[config.mk]
export PLATFORM = sky130hd
export DESIGN_NAME = mealy_driver_flat
export DESIGN_NICKNAME = d
export VERILOG_FILES = /design/src/rtl/mealy_driver_if.sv /design/src/rtl/mealy_driver.sv /design/src/flat_wrapper.sv
export SDC_FILE = /design/constraint.sdc
export NUM_CORES = 1
export LEC_CHECK = 0
export CORE_ASPECT_RATIO = 1.4
export CORE_UTILIZATION = 55
export CTS_BUF_LIST = sky130_fd_sc_hd__clkbuf_16
export DETAILED_ROUTE_END_ITERATION = 10
export PLACE_DENSITY = 0.79
export SYNTH_ARGS = -nofsm -noshare
export SYNTH_HDL_FRONTEND = slang
export SYNTH_SLANG_ARGS = --single-unit
[constraint.sdc]
create_clock -name clock -period 2.8 [get_ports clock]
set_clock_uncertainty 0.15 [all_clocks]
set_input_delay 0.42 -clock clock [delete_from_list [all_inputs] [get_ports clock]]
set_output_delay 0.42 -clock clock [all_outputs]
set_load 0.01 [all_outputs]
[src/rtl/mealy_driver_if.sv]
// Signal bundle between a controlling agent (master) and the mealy_driver (slave).
// CNT_W must match the mealy_driver instance that uses this bundle.
interface mealy_driver_if #(
    parameter int CNT_W = 8
);
    logic             clr;
    logic             wr_en;
    logic [1:0]       wr_data;
    logic             start;
    logic [1:0]       drv_data;
    logic             dut_out;
    logic             busy;
    logic             done;
    logic             mismatch;
    logic [CNT_W-1:0] err_cnt;
    logic             ovf;
    logic [2:0]       model_state;

    modport master (
        output clr, wr_en, wr_data, start, dut_out,
        input  drv_data, busy, done, mismatch, err_cnt, ovf, model_state
    );

    modport slave (
        input  clr, wr_en, wr_data, start, dut_out,
        output drv_data, busy, done, mismatch, err_cnt, ovf, model_state
    );
endinterface

[src/rtl/mealy_driver.sv]
// Replays a programmed 2-bit symbol sequence into a Mealy detector and checks its
// output against an internal cycle-exact model of that detector.
module mealy_driver #(
    parameter int         DEPTH    = 8,
    parameter int         CNT_W    = 8,
    parameter logic [1:0] IDLE_SYM = 2'b00
) (
    input logic           clock,
    input logic           reset,
    mealy_driver_if.slave bus
);
    localparam int                PTR_W  = $clog2(DEPTH);
    localparam int                FILL_W = PTR_W + 1;
    localparam logic [FILL_W-1:0] FULL   = FILL_W'(DEPTH);

    localparam logic [1:0] ST_IDLE = 2'd0;
    localparam logic [1:0] ST_RUN  = 2'd1;
    localparam logic [1:0] ST_DONE = 2'd2;

    localparam logic [2:0] M_S0 = 3'd0;
    localparam logic [2:0] M_S1 = 3'd1;
    localparam logic [2:0] M_S2 = 3'd2;
    localparam logic [2:0] M_S3 = 3'd3;
    localparam logic [2:0] M_S4 = 3'd4;

    logic [1:0]        state_q, state_d;
    logic [FILL_W-1:0] fill_q, fill_d;
    logic [PTR_W-1:0]  ptr_q, ptr_d;
    logic [2:0]        model_q, model_d;
    logic              mismatch_q, mismatch_d;
    logic [CNT_W-1:0]  err_cnt_q, err_cnt_d;
    logic              ovf_q, ovf_d;
    logic [1:0]        mem_q [DEPTH];

    logic [1:0] drv_sym;
    logic       model_out;
    logic       clr_ok, wr_try, wr_ok, last_sym;

    assign drv_sym = (state_q == ST_RUN) ? mem_q[ptr_q] : IDLE_SYM;

    // Detector model: runs in every FSM state so it stays in lockstep with the real detector.
    // NOTE: every always_comb output gets a default first, so no path can infer a latch.
    always_comb begin
        model_d   = M_S0;
        model_out = 1'b0;
        case (model_q)
            M_S0: begin
                model_out = (drv_sym != 2'b00);
                case (drv_sym)
                    2'b00:   model_d = M_S0;
                    2'b01:   model_d = M_S4;
                    2'b10:   model_d = M_S1;
                    default: model_d = M_S2;
                endcase
            end
            M_S1: model_d = (drv_sym == 2'b00) ? M_S0 : ((drv_sym == 2'b10) ? M_S2 : M_S1);
            M_S2: begin
                model_out = drv_sym[1];
                model_d   = drv_sym[1] ? M_S3 : M_S1;
            end
            M_S3: begin
                model_out = 1'b1;
                model_d   = drv_sym[0] ? M_S4 : M_S3;
            end
            M_S4: begin
                model_out = drv_sym[1];
                model_d   = (drv_sym == 2'b11) ? M_S4 : M_S0;
            end
            default: begin
                model_d   = M_S0;
                model_out = 1'b0;
            end
        endcase
    end

    // Buffer bookkeeping: clr beats a same-cycle write, and both are frozen during a run.
    always_comb begin
        clr_ok   = bus.clr && (state_q != ST_RUN);
        wr_try   = bus.wr_en && (state_q != ST_RUN) && !clr_ok;
        wr_ok    = wr_try && (fill_q != FULL);
        fill_d   = clr_ok ? '0 : (wr_ok ? fill_q + FILL_W'(1) : fill_q);
        ovf_d    = clr_ok ? 1'b0 : (ovf_q | (wr_try && (fill_q == FULL)));
        last_sym = ({1'b0, ptr_q} == fill_q - FILL_W'(1));
    end

    always_comb begin
        state_d    = state_q;
        ptr_d      = ptr_q;
        err_cnt_d  = err_cnt_q;
        mismatch_d = 1'b0;
        case (state_q)
            ST_IDLE: begin
                if (bus.start) begin
                    // fill_d so that a write landing on the start edge joins this run
                    err_cnt_d = '0;
                    ptr_d     = '0;
                    state_d   = (fill_d != '0) ? ST_RUN : ST_DONE;
                end
            end
            ST_RUN: begin
                mismatch_d = (bus.dut_out != model_out);
                if (mismatch_d && (err_cnt_q != '1)) begin
                    err_cnt_d = err_cnt_q + CNT_W'(1);
                end
                ptr_d = ptr_q + PTR_W'(1);
                if (last_sym) begin
                    state_d = ST_DONE;
                end
            end
            ST_DONE: state_d = ST_IDLE;
            default: state_d = ST_IDLE;
        endcase
    end

    // NOTE: sequential state uses non-blocking assignments so every register samples pre-edge values.
    always_ff @(posedge clock or negedge reset) begin
        if (!reset) begin
            state_q    <= ST_IDLE;
            fill_q     <= '0;
            ptr_q      <= '0;
            model_q    <= M_S0;
            mismatch_q <= 1'b0;
            err_cnt_q  <= '0;
            ovf_q      <= 1'b0;
        end else begin
            state_q    <= state_d;
            fill_q     <= fill_d;
            ptr_q      <= ptr_d;
            model_q    <= model_d;
            mismatch_q <= mismatch_d;
            err_cnt_q  <= err_cnt_d;
            ovf_q      <= ovf_d;
        end
    end

    // NOTE: the symbol store has no reset; fill_q = 0 already marks every entry as invalid.
    always_ff @(posedge clock) begin
        if (wr_ok) begin
            mem_q[fill_q[PTR_W-1:0]] <= bus.wr_data;
        end
    end

    assign bus.drv_data    = drv_sym;
    assign bus.busy        = (state_q == ST_RUN);
    assign bus.done        = (state_q == ST_DONE);
    assign bus.mismatch    = mismatch_q;
    assign bus.err_cnt     = err_cnt_q;
    assign bus.ovf         = ovf_q;
    assign bus.model_state = model_q;
endmodule

[src/flat_wrapper.sv]
// flat-port wrapper written by rule: the top's interface ports become plain ports
module mealy_driver_flat 
#(
    parameter int         DEPTH    = 8,
    parameter int         CNT_W    = 8,
    parameter logic [1:0] IDLE_SYM = 2'b00
)
  (clock, reset, bus_clr, bus_wr_en, bus_wr_data, bus_start, bus_dut_out, bus_drv_data, bus_busy, bus_done, bus_mismatch, bus_err_cnt, bus_ovf, bus_model_state);
  mealy_driver_if #(.CNT_W(CNT_W)) bus_i ();
  input logic clock;
  input logic reset;
  input wire logic [$bits(bus_i.clr)-1:0] bus_clr;
  input wire logic [$bits(bus_i.wr_en)-1:0] bus_wr_en;
  input wire logic [$bits(bus_i.wr_data)-1:0] bus_wr_data;
  input wire logic [$bits(bus_i.start)-1:0] bus_start;
  input wire logic [$bits(bus_i.dut_out)-1:0] bus_dut_out;
  output wire logic [$bits(bus_i.drv_data)-1:0] bus_drv_data;
  output wire logic [$bits(bus_i.busy)-1:0] bus_busy;
  output wire logic [$bits(bus_i.done)-1:0] bus_done;
  output wire logic [$bits(bus_i.mismatch)-1:0] bus_mismatch;
  output wire logic [$bits(bus_i.err_cnt)-1:0] bus_err_cnt;
  output wire logic [$bits(bus_i.ovf)-1:0] bus_ovf;
  output wire logic [$bits(bus_i.model_state)-1:0] bus_model_state;
  assign bus_i.clr = bus_clr;
  assign bus_i.wr_en = bus_wr_en;
  assign bus_i.wr_data = bus_wr_data;
  assign bus_i.start = bus_start;
  assign bus_i.dut_out = bus_dut_out;
  assign bus_drv_data = bus_i.drv_data;
  assign bus_busy = bus_i.busy;
  assign bus_done = bus_i.done;
  assign bus_mismatch = bus_i.mismatch;
  assign bus_err_cnt = bus_i.err_cnt;
  assign bus_ovf = bus_i.ovf;
  assign bus_model_state = bus_i.model_state;
  mealy_driver #(.DEPTH(DEPTH), .CNT_W(CNT_W), .IDLE_SYM(IDLE_SYM)) u_core (.clock(clock), .reset(reset), .bus(bus_i));
endmodule
Word-level counts from Yosys, hierarchy flattened
Memory sizes are Yosys's and may differ from the RTL's.
Cells that the tools add are included.
{"block": "op_classes", "addsub": 4, "eq_ne": 18, "mux": 24, "bitwise_logic": 1, "n_reduce_logical": 17}
{"op": "$mux W8", "count": 2}
{"op": "$pmux W8 S2", "count": 1}
{"op": "$pmux W3 S5", "count": 1}
{"op": "$mux W2", "count": 6}
{"op": "$mux W3", "count": 4}
{"op": "$pmux W3 S3", "count": 1}
{"op": "$add A8 B1 Y8 const B", "count": 1}
{"op": "$mux W4", "count": 2}
{"op": "$ne A8 B8 Y1 const B", "count": 1}
{"op": "$eq A2 B2 Y1 const B", "count": 3}
{"op": "$eq A3 B2 Y1 const B", "count": 2}
{"op": "$logic_and A1 B1 Y1", "count": 6}
{"op": "$ne A2 B1 Y1 const B", "count": 3}
{"op": "$pmux W3 S2", "count": 1}
{"op": "$add A4 B1 Y4 const B", "count": 1}
{"op": "$eq A2 B1 Y1 const B", "count": 2}
{"op": "$eq A3 B4 Y1", "count": 1}
{"op": "$eq A4 B4 Y1 const B", "count": 1}
{"op": "$logic_not A2 Y1", "count": 2}
{"op": "$mux W1", "count": 4}
{"op": "$ne A4 B4 Y1 const B", "count": 1}
{"op": "$pmux W2 S2", "count": 1}
{"op": "$reduce_and A2 Y1", "count": 2}
{"op": "$reduce_bool A2 Y1", "count": 2}
{"op": "13 further kinds", "count": 13}
{"block": "totals", "register_bits": 22, "mem_bits_rw": 16, "memories": 1}
{"name": "u_core.mem_q", "words": 8, "word_bits": 2, "rd": 1, "rd_ports_with_merged_regs": 0, "write_ports": 1, "line": "mealy_driver.sv:33", "text": "logic [1:0] mem_q [DEPTH];"}

Longest topological paths before layout
Gate-level depths: netlist of the first run.
{"block": "logic_depth", "word_depth": 11, "ltp_mapped": 9}

Worst setup path after synthesis of the first run
Ideal clock, no wire load.
{"block": "synth_path", "path_type": "flip-flop to flip-flop", "start": "reg u_core.ptr_q[0]", "end": "reg u_core.err_cnt_q[0], in the netlist u_core.bus.err_cnt[0]", "t_arrival_ns": 2.215, "required_time_ns": 2.570, "slack_ns": 0.355, "stages_incl_launch_ff": 9, "n_path_buf": 2, "synth_period_minus_slack_ns": 2.445, "path_cell_list": "dfrtp_1 buf_6 mux4_1 mux2_2 o21a_1 or3_1 buf_6 nand4_1 mux2i_1"}
{"block": "synth_between", "elab_chain_cells": 8}
{"item": "start, declared", "line": "mealy_driver.sv:28", "text": "logic [PTR_W-1:0] ptr_q, ptr_d;"}
{"item": "start signal, assigned", "line": "mealy_driver.sv:128", "text": "ptr_q <= ptr_d;"}
{"item": "$mem_v2 Z8 W2 *"}
{"item": "$mux W2 *", "line": "mealy_driver.sv:39", "text": "assign drv_sym = (state_q == ST_RUN) ? mem_q[ptr_q] : IDLE_SYM;"}
{"item": "$reduce_bool A2 Y1", "line": "mealy_driver.sv:48", "text": "model_out = (drv_sym != 2'b00);"}
{"item": "$pmux W1 S3 *", "line": "mealy_driver.sv:46", "text": "case (model_q)"}
{"item": "$ne A1 B1 Y1 *", "line": "mealy_driver.sv:101", "text": "mismatch_d = (bus.dut_out != model_out);"}
{"item": "$logic_and A1 B1 Y1 *", "line": "mealy_driver.sv:102", "text": "if (mismatch_d && (err_cnt_q != '1)) begin"}
{"item": "$ne A2 B1 Y1 (no source line) *"}
{"item": "$reduce_and A3 Y1 (no source line) *"}
{"item": "end signal, assigned", "line": "mealy_driver.sv:131", "text": "err_cnt_q <= err_cnt_d;"}
{"item": "end, declared", "line": "mealy_driver.sv:31", "text": "logic [CNT_W-1:0] err_cnt_q, err_cnt_d;"}
Every way passes the cells marked *; elsewhere a longest branch is shown, timed or not.
A chain may end at the register's enable or synchronous reset.

Worst setup path in the final report of the first run
{"block": "layout_path", "start": "reg u_core.ptr_q[0]", "end": "out bus_drv_data[0]"}
{"block": "layout_between", "elab_chain_cells": 2}
{"item": "$mem_v2 Z8 W2"}
{"item": "$mux W2", "line": "mealy_driver.sv:39"}
{"item": "end, declared", "line": "flat_wrapper.sv:17", "text": "output wire logic [$bits(bus_i.drv_data)-1:0] bus_drv_data;"}
No other way between the ends.

==> results of run 1 <==
where the power goes:
part           switching [mW]  leakage (nW)  internal, mW
Combinational           0.415         0.526         0.383
Clock                   0.226        0.0940         0.512
Sequential              0.120         0.442         0.664
Total                   0.761          1.06          1.56
kinds of logic after synthesis:
group           Yosys count
simple gates             91
compound gates           38
flops                    38
buf+inv                  13
mux                      10
fa+ha+maj                 4
xor+xnor                  3
sequential cells by signal, indices dropped and copies added (netlist names):
name and flops:
u_core.mem_q 16, u_core.bus.err_cnt 8, u_core.fill_q 4, u_core.bus.model_state 3
u_core.ptr_q 3, u_core.state_q 2, u_core.bus.mismatch 1, u_core.bus.ovf 1
routing by layer:
| layer | up-vias | GRT usage, % | wire, um | share of wire, % |
|---|---|---|---|---|
| met5 | - | 0 | 0 | 0 |
| met4 | 0 | 15.2 | 180 | 4.1 |
| met3 | 14 | 5.38 | 160 | 3.7 |
| met2 | 49 | 46.8 | 2400 | 55 |
| met1 | 773 | 25.6 | 1630 | 37 |
| li1 | 784 | - | - | - |
synth_stat cells, types with 3 or more instances:
master / number
nand2_1: 29
dfrtp_1: 22
nor2_1: 22
edfxtp_1: 16
a21oi_1: 7
nand3_1: 7
and3_1: 6
inv_1: 6
o21ai_0: 6
a41oi_1: 5
clkbuf_1: 5
mux2i_1: 5
o21ai_1: 5
ha_1: 4
nand2b_1: 4
nor3_1: 4
and2_1: 3
mux4_1: 3
worst max path at each step:
stage	to	cells past startpoint
after detailed placement	u_core.bus.err_cnt[1]	6
after CTS	bus_drv_data[1]	5
after floorplan	u_core.bus.err_cnt[0]	8
after global routing	bus_drv_data[0]	4
after global placement	u_core.bus.err_cnt[1]	6
final	bus_drv_data[0]	4
per-stage QoR:
step	power [mW]	cells	hold slack, ns	instance area, um2	worst slack, ns
global placement	1.53	260	0.349	2320	0.260
global route	2.46	270	0.375	2530	0.0362
detailed placement	1.57	260	0.368	2320	0.168
finish	2.32	270	0.339	2530	0.127
CTS	2.33	270	0.348	2530	0.00229
floorplan	1.31	197	-0.0256	2020	0.355
final cells by class:
cell class	instances	area [um2]	area share (%)
Tap cell	40	50.0	1.98
Clock inverter	3	68.8	2.72
Inverter	6	22.5	0.890
Sequential cell	38	1030	40.8
Multi-Input combinational cell	146	930	36.7
Timing Repair Buffer	32	303	12.0
Clock buffer	5	125	4.94
layout by cell type (no fill, tap or decap), drive strengths merged, types with 3 or more instances in the layout:
cell	Yosys	layout
buf	2	8
clkdlybuf4s50	0	23
mux4	3	3
edfxtp	16	16
a21oi	7	7
a41oi	5	5
inv	6	6
nor3	4	4
dfrtp	22	22
clkbuf	5	5
and2	3	3
nor2	22	22
mux2i	5	5
nand2b	4	4
nand3	7	7
o21ai	12	12
nand2	29	29
ha	4	4
and3	7	7
critical path, cell delays in order (launching register included):
cell and delay (ns):
dfrtp_2 0.41, mux4_1 0.54, nand2b_1 0.16, and3_1 0.22, clkdlybuf4s50_1 0.50
what timing repair did:
| action | in CTS | in global routing |
|---|---|---|
| setup endpoints to repair | 1 | 1 |
| setup buffers | 2 | 0 |
| gates resized for setup | 1 | 1 |
| cloned | 0 | 0 |
==> flow_metrics.env, run 1 <==
export IMPL_crit_required_ns=2.23
export IMPL_ys_types=44
export IMPL_drv_slew=0
export IMPL_start_util_pct=58.8
export IMPL_fin_util_pct=73.6
export IMPL_clk_pin_slew_worst_paths_ns=0.06
export IMPL_diodes=0
export IMPL_grt_ovfl_total=0
export IMPL_via_per_inst=6.00
export IMPL_worstSetupStartpointType="flip-flop"
export IMPL_cts_tree="done"
export IMPL_yosysTopAreaCellShare_pct=27.2
export IMPL_synth_top_family_by_area="simple AND/OR/NAND/NOR gates"
export IMPL_clock_path_buffers=2
export IMPL_syn_to_final_growth_pct=25.0
export IMPL_htree_num_levels=2
export IMPL_finalHoldViolations=0
export IMPL_synth_seq_cells=38
export IMPL_yosys_area_share_adder_pct=2.47
export IMPL_synth_area_mux_share_pct=7.48
export IMPL_status="completed"
export IMPL_cp_arrival_ns=2.10
export IMPL_p_leak_nw=1.06
export IMPL_yosys_most_used_dff="dfrtp_1"
export IMPL_via_count=1620
export IMPL_synth_area_top_cells="dfrtp_1 27%, edfxtp_1 24%, nand2_1 5.4%"
export IMPL_fill_cells=239
export IMPL_cts_made_buffers=5
export IMPL_drtIter0Drc=45
export IMPL_num_rows=25
export IMPL_yosys_warnings=0
export IMPL_r2r_start="u_core.ptr_q[0]"
export IMPL_yosys_area_top_type="dfrtp_1"
export IMPL_fin_crit_sh_pct=95.5
export IMPL_rsz0062_at_grt="false"
export IMPL_reg2regPathDepth=6
export IMPL_ir_worst_vdd_mv=0.773
export IMPL_port_buffers=24
export IMPL_synth_async_reset_ratio_pct=57.9
export IMPL_grt_usage_pct=25.7
export IMPL_grt_pass1_wl_um=7080
export IMPL_grt_max_degree=23
export IMPL_reg2reg_slack_ns=0.26
export IMPL_worst_skew_pair_late_latency_ns=0.28
export IMPL_r2r_end="u_core.bus.err_cnt[3]"
export IMPL_synth_seq_area_share_pct=50.9
export IMPL_die_area_um2=3930
export IMPL_syn_num_nets=209
export IMPL_syn_area_um2=2020
export IMPL_place_gp_congestion=0.826
export IMPL_cts_hold_buffers=0
export IMPL_grt_antenna_before_repair=0
export IMPL_io_pins=25
export IMPL_drive_gt1_share_pct=11.3
export IMPL_startpoint="u_core.ptr_q[0]"
export IMPL_wl_um=4370
export IMPL_drt_wirelength_per_cell_um=16.2
export IMPL_antenna_left=0
export IMPL_critPathMaxFanout=5
export IMPL_max_cap_violations=0
export IMPL_dieWidth_um=53.3
export IMPL_firstDrtPassIters=4
export IMPL_grt_pass1_vias=1579
export IMPL_fin_tns_setup_ns=0
export IMPL_layout_nets=241
export IMPL_design_core_area_um2=3440
export IMPL_timing_fmax_ghz=0.374
export IMPL_synthCells=197
export IMPL_drc_errors=0
export IMPL_hpwlAfterDp_um=3160
export IMPL_critPathKind="flip-flop to output port"
export IMPL_synth_edff_count=16
export IMPL_synth_compound_area_share_pct=12.6
export IMPL_cts_sinks=38
export IMPL_end_kind="output port"
export IMPL_slew_headroom_pct=74.1
export IMPL_period_needed_ns=2.67
export IMPL_root_buffer="clkbuf_16"
export IMPL_p_per_area_nw_per_um2=917
export IMPL_setup_viol=0
export IMPL_worstMarginPinSlew_ns=0.388
export IMPL_synthSimpleGateAreaFrac_pct=22.1
export IMPL_fp_dieH_um=73.8
export IMPL_syn_mean_instance_area_um2=10.3
export IMPL_synth_xor_area_share_pct=1.30
export IMPL_hold_class="primary input to async pin"
Power figures use the tool's default switching activity.
==> run 2: changes to the inputs <==
--- a/config.mk
+++ b/config.mk
@@ -6,10 +6,11 @@
 export NUM_CORES = 1
 export LEC_CHECK = 0
 export CORE_ASPECT_RATIO = 1.4
-export CORE_UTILIZATION = 55
+export CORE_MARGIN = 8
+export CORE_UTILIZATION = 59
 export CTS_BUF_LIST = sky130_fd_sc_hd__clkbuf_16
 export DETAILED_ROUTE_END_ITERATION = 10
-export PLACE_DENSITY = 0.79
+export PLACE_DENSITY = 0.84
 export SYNTH_ARGS = -nofsm -noshare
 export SYNTH_HDL_FRONTEND = slang
 export SYNTH_SLANG_ARGS = --single-unit
==> constraint.sdc (replaced) <==
create_clock -name clock -period 3.1 [get_ports clock]
set_clock_uncertainty 0.15 [all_clocks]
set_input_delay 0.465 -clock clock [delete_from_list [all_inputs] [get_ports clock]]
set_output_delay 0.465 -clock clock [all_outputs]
set_load 0.01 [all_outputs]
==> run 2 against run 1 <==
- clock-buffer cell count did not move
- critical path type unchanged
- global-route usage fell by 7.9 points
- sequential power fell by 8.4%
- clock power fell by 10%
- combinational power fell by 13%
- hold slack improved by 0.022 ns
- register-to-register slack improved by 0.16 ns
==> flow_metrics.env, run 2 (same netlist as run 1, synthesis figures left out) <==
export IMPL_top_usage_layer="met2"
export IMPL_ir_worst_vdd_mv=0.578
export IMPL_slew_headroom_pct=73.8
export IMPL_grt_pass1_vias=1662
export IMPL_io_pins=25
export IMPL_cts_sinks=38
export IMPL_num_rows=25
export IMPL_finalHoldViolations=0
export IMPL_post_cts_buffers=0
export IMPL_place_area_um2=2300
export IMPL_die_area_um2=5590
export IMPL_firstDrtPassIters=4
export IMPL_end_kind="output port"
export IMPL_grt_util_met1_pct=18.6
export IMPL_worst_skew_pair_late_latency_ns=0.28
export IMPL_hold_class="flip-flop to flip-flop"
export IMPL_drv_slew=0
export IMPL_grt_max_degree=23
export IMPL_cts_made_buffers=5
export IMPL_cts_tree="done"
export IMPL_via_count=1650
export IMPL_fin_crit_sh_pct=94.5
export IMPL_start_util_pct=60.5
export IMPL_crit_required_ns=2.48
export IMPL_drive_gt1_share_pct=9.33
export IMPL_intPower_mw=1.38
export IMPL_fin_tns_setup_ns=0
export IMPL_place_gp_congestion=0.844
export IMPL_grt_ovfl_total=0
export IMPL_p_leak_nw=1.02
export IMPL_dieWidth_um=65.5
export IMPL_critPathMaxFanout=10
export IMPL_switchingPower_uw=691
export IMPL_syn_to_final_growth_pct=23.1
export IMPL_clk_pin_slew_worst_paths_ns=0.06
export IMPL_grt_usage_pct=17.8
export IMPL_fill_cells=212
export IMPL_design_core_area_um2=3350
export IMPL_wl_um=4520
export IMPL_worstSetupStartpointType="flip-flop"
export IMPL_via_per_inst=6.23
export IMPL_antenna_left=0
export IMPL_startpoint="u_core.ptr_q[0]"
export IMPL_setup_viol=0
export IMPL_mostFrequentLayoutCell="nand2_1"
export IMPL_power_mw=2.07
export IMPL_clock_path_buffers=2
export IMPL_status="completed"
export IMPL_mostFrequentLayoutCells="29 x nand2_1, 24 x clkdlybuf4s50_1, 22 x nor2_1"
export IMPL_period_needed_ns=2.93
export IMPL_port_buffers=24
export IMPL_r2r_start="u_core.ptr_q[0]"
export IMPL_timing_fmax_ghz=0.341
export IMPL_fin_area_um2=2490
export IMPL_max_cap_violations=0
export IMPL_combPwrFrac_pct=33.4
export IMPL_grt_pass1_wl_um=7850
export IMPL_p_clk_share_pct=31.9
export IMPL_drtIter0Drc=199
export IMPL_switching_share_pct=33.3
export IMPL_fp_dieH_um=85.3
export IMPL_drc_errors=0
export IMPL_use_met3_pct=4.74
export IMPL_largest_register_ffs=16
export IMPL_worstMarginPinSlew_ns=0.393
export IMPL_gr_usage_met2_pct=32.6
export IMPL_grt_antenna_before_repair=0
export IMPL_drt_wirelength_per_cell_um=17.0
export IMPL_worst_hold_startpoint="u_core.state_q[1]"
export IMPL_cp_arrival_ns=2.31
export IMPL_pwr_share_seq_pct=34.6
export IMPL_rsz0062_at_grt="false"
export IMPL_final_cell_count_no_fill=265
export IMPL_p_per_area_nw_per_um2=833
export IMPL_root_buffer="clkbuf_16"
export IMPL_diodes=0
export IMPL_layout_nets=236
export IMPL_critPathKind="flip-flop to output port"
export IMPL_dp_cells=257
export IMPL_hpwlAfterDp_um=3220
export IMPL_htree_num_levels=2
export IMPL_holdWs_ns=0.361
==> run 2: final cells by class <==
cell class,count,area (um2),area share (%)
clock inverter,3,68.8,2.76
tap,40,50.0,2.01
sequential,38,1030,41.4
timing repair buffer,27,263,10.5
multi-input combinational,146,930,37.3
inverter,6,22.5,0.904
clock buffer,5,125,5.02
==> run 2: timing repair <==
| action | 4_1_cts | 5_1_grt |
|---|---|---|
| setup endpoints to repair | 0 | 2 |
| resized for setup | 0 | 1 |
| hold endpoints to repair | 0 | 0 |
| hold buffers | 0 | 0 |
==> run 2: worst paths after layout <==
kind                                               to  slack (ns)  cells after the start
worst max-delay path                  bus_drv_data[1]        0.17                      5
min in group asynchronous       u_core.bus.err_cnt[0]        0.38                      2
worst min register to register      u_core.state_q[1]        0.36                      1
worst max register to register  u_core.bus.err_cnt[1]        0.42                      6
max in group asynchronous             u_core.ptr_q[0]        2.17                      2
worst min-delay path                u_core.state_q[1]        0.36                      1
==> run 2: worst max-delay path: stages (launching register included) <==
cell             delay [ns]
dfrtp_2                0.48
mux4_1                 0.58
mux2_2                 0.29
nand2_1                0.12
inv_1                  0.08
clkdlybuf4s50_1        0.49
==> run 2: per-layer routing <==
| layer | part of all wire (%) | routed length (um) | vias to the layer above |
|---|---|---|---|
| li1 | - | - | 774 |
| met1 | 37 | 1650 | 800 |
| met2 | 56 | 2510 | 57 |
| met3 | 5.3 | 241 | 19 |
| met4 | 2.5 | 115 | 0 |
| met5 | 0 | 0 | - |
==> run 2: stage by stage <==
step,util (%),setup WS [ns]
2_1_floorplan,-,0.655
3_3_place_gp,68.6,0.428
3_5_place_dp,68.6,0.345
4_1_cts,74.4,0.0649
5_1_grt,74.4,0.0894
6_report,74.4,0.171
==> run 2: power by group through the flow <==
stage               combinational, mW  sequential [mW]  clock (mW)
floorplan                       0.495            0.692           0
global placement                0.651            0.715           0
detailed placement              0.684            0.721           0
CTS                             0.694            0.716       0.664
global route                    0.765            0.737       0.691
finish                          0.694            0.718       0.662
==> run 3: changes to the inputs <==
--- a/config.mk
+++ b/config.mk
@@ -10,7 +10,9 @@
 export CORE_UTILIZATION = 59
 export CTS_BUF_LIST = sky130_fd_sc_hd__clkbuf_16
 export DETAILED_ROUTE_END_ITERATION = 10
+export GPL_TIMING_DRIVEN = 1
 export PLACE_DENSITY = 0.84
+export SLEW_MARGIN = 20
 export SYNTH_ARGS = -nofsm -noshare
 export SYNTH_HDL_FRONTEND = slang
 export SYNTH_SLANG_ARGS = --single-unit
==> results of run 3 <==
Same layout as run 2: the final DEF is identical, and so are final timing and power.
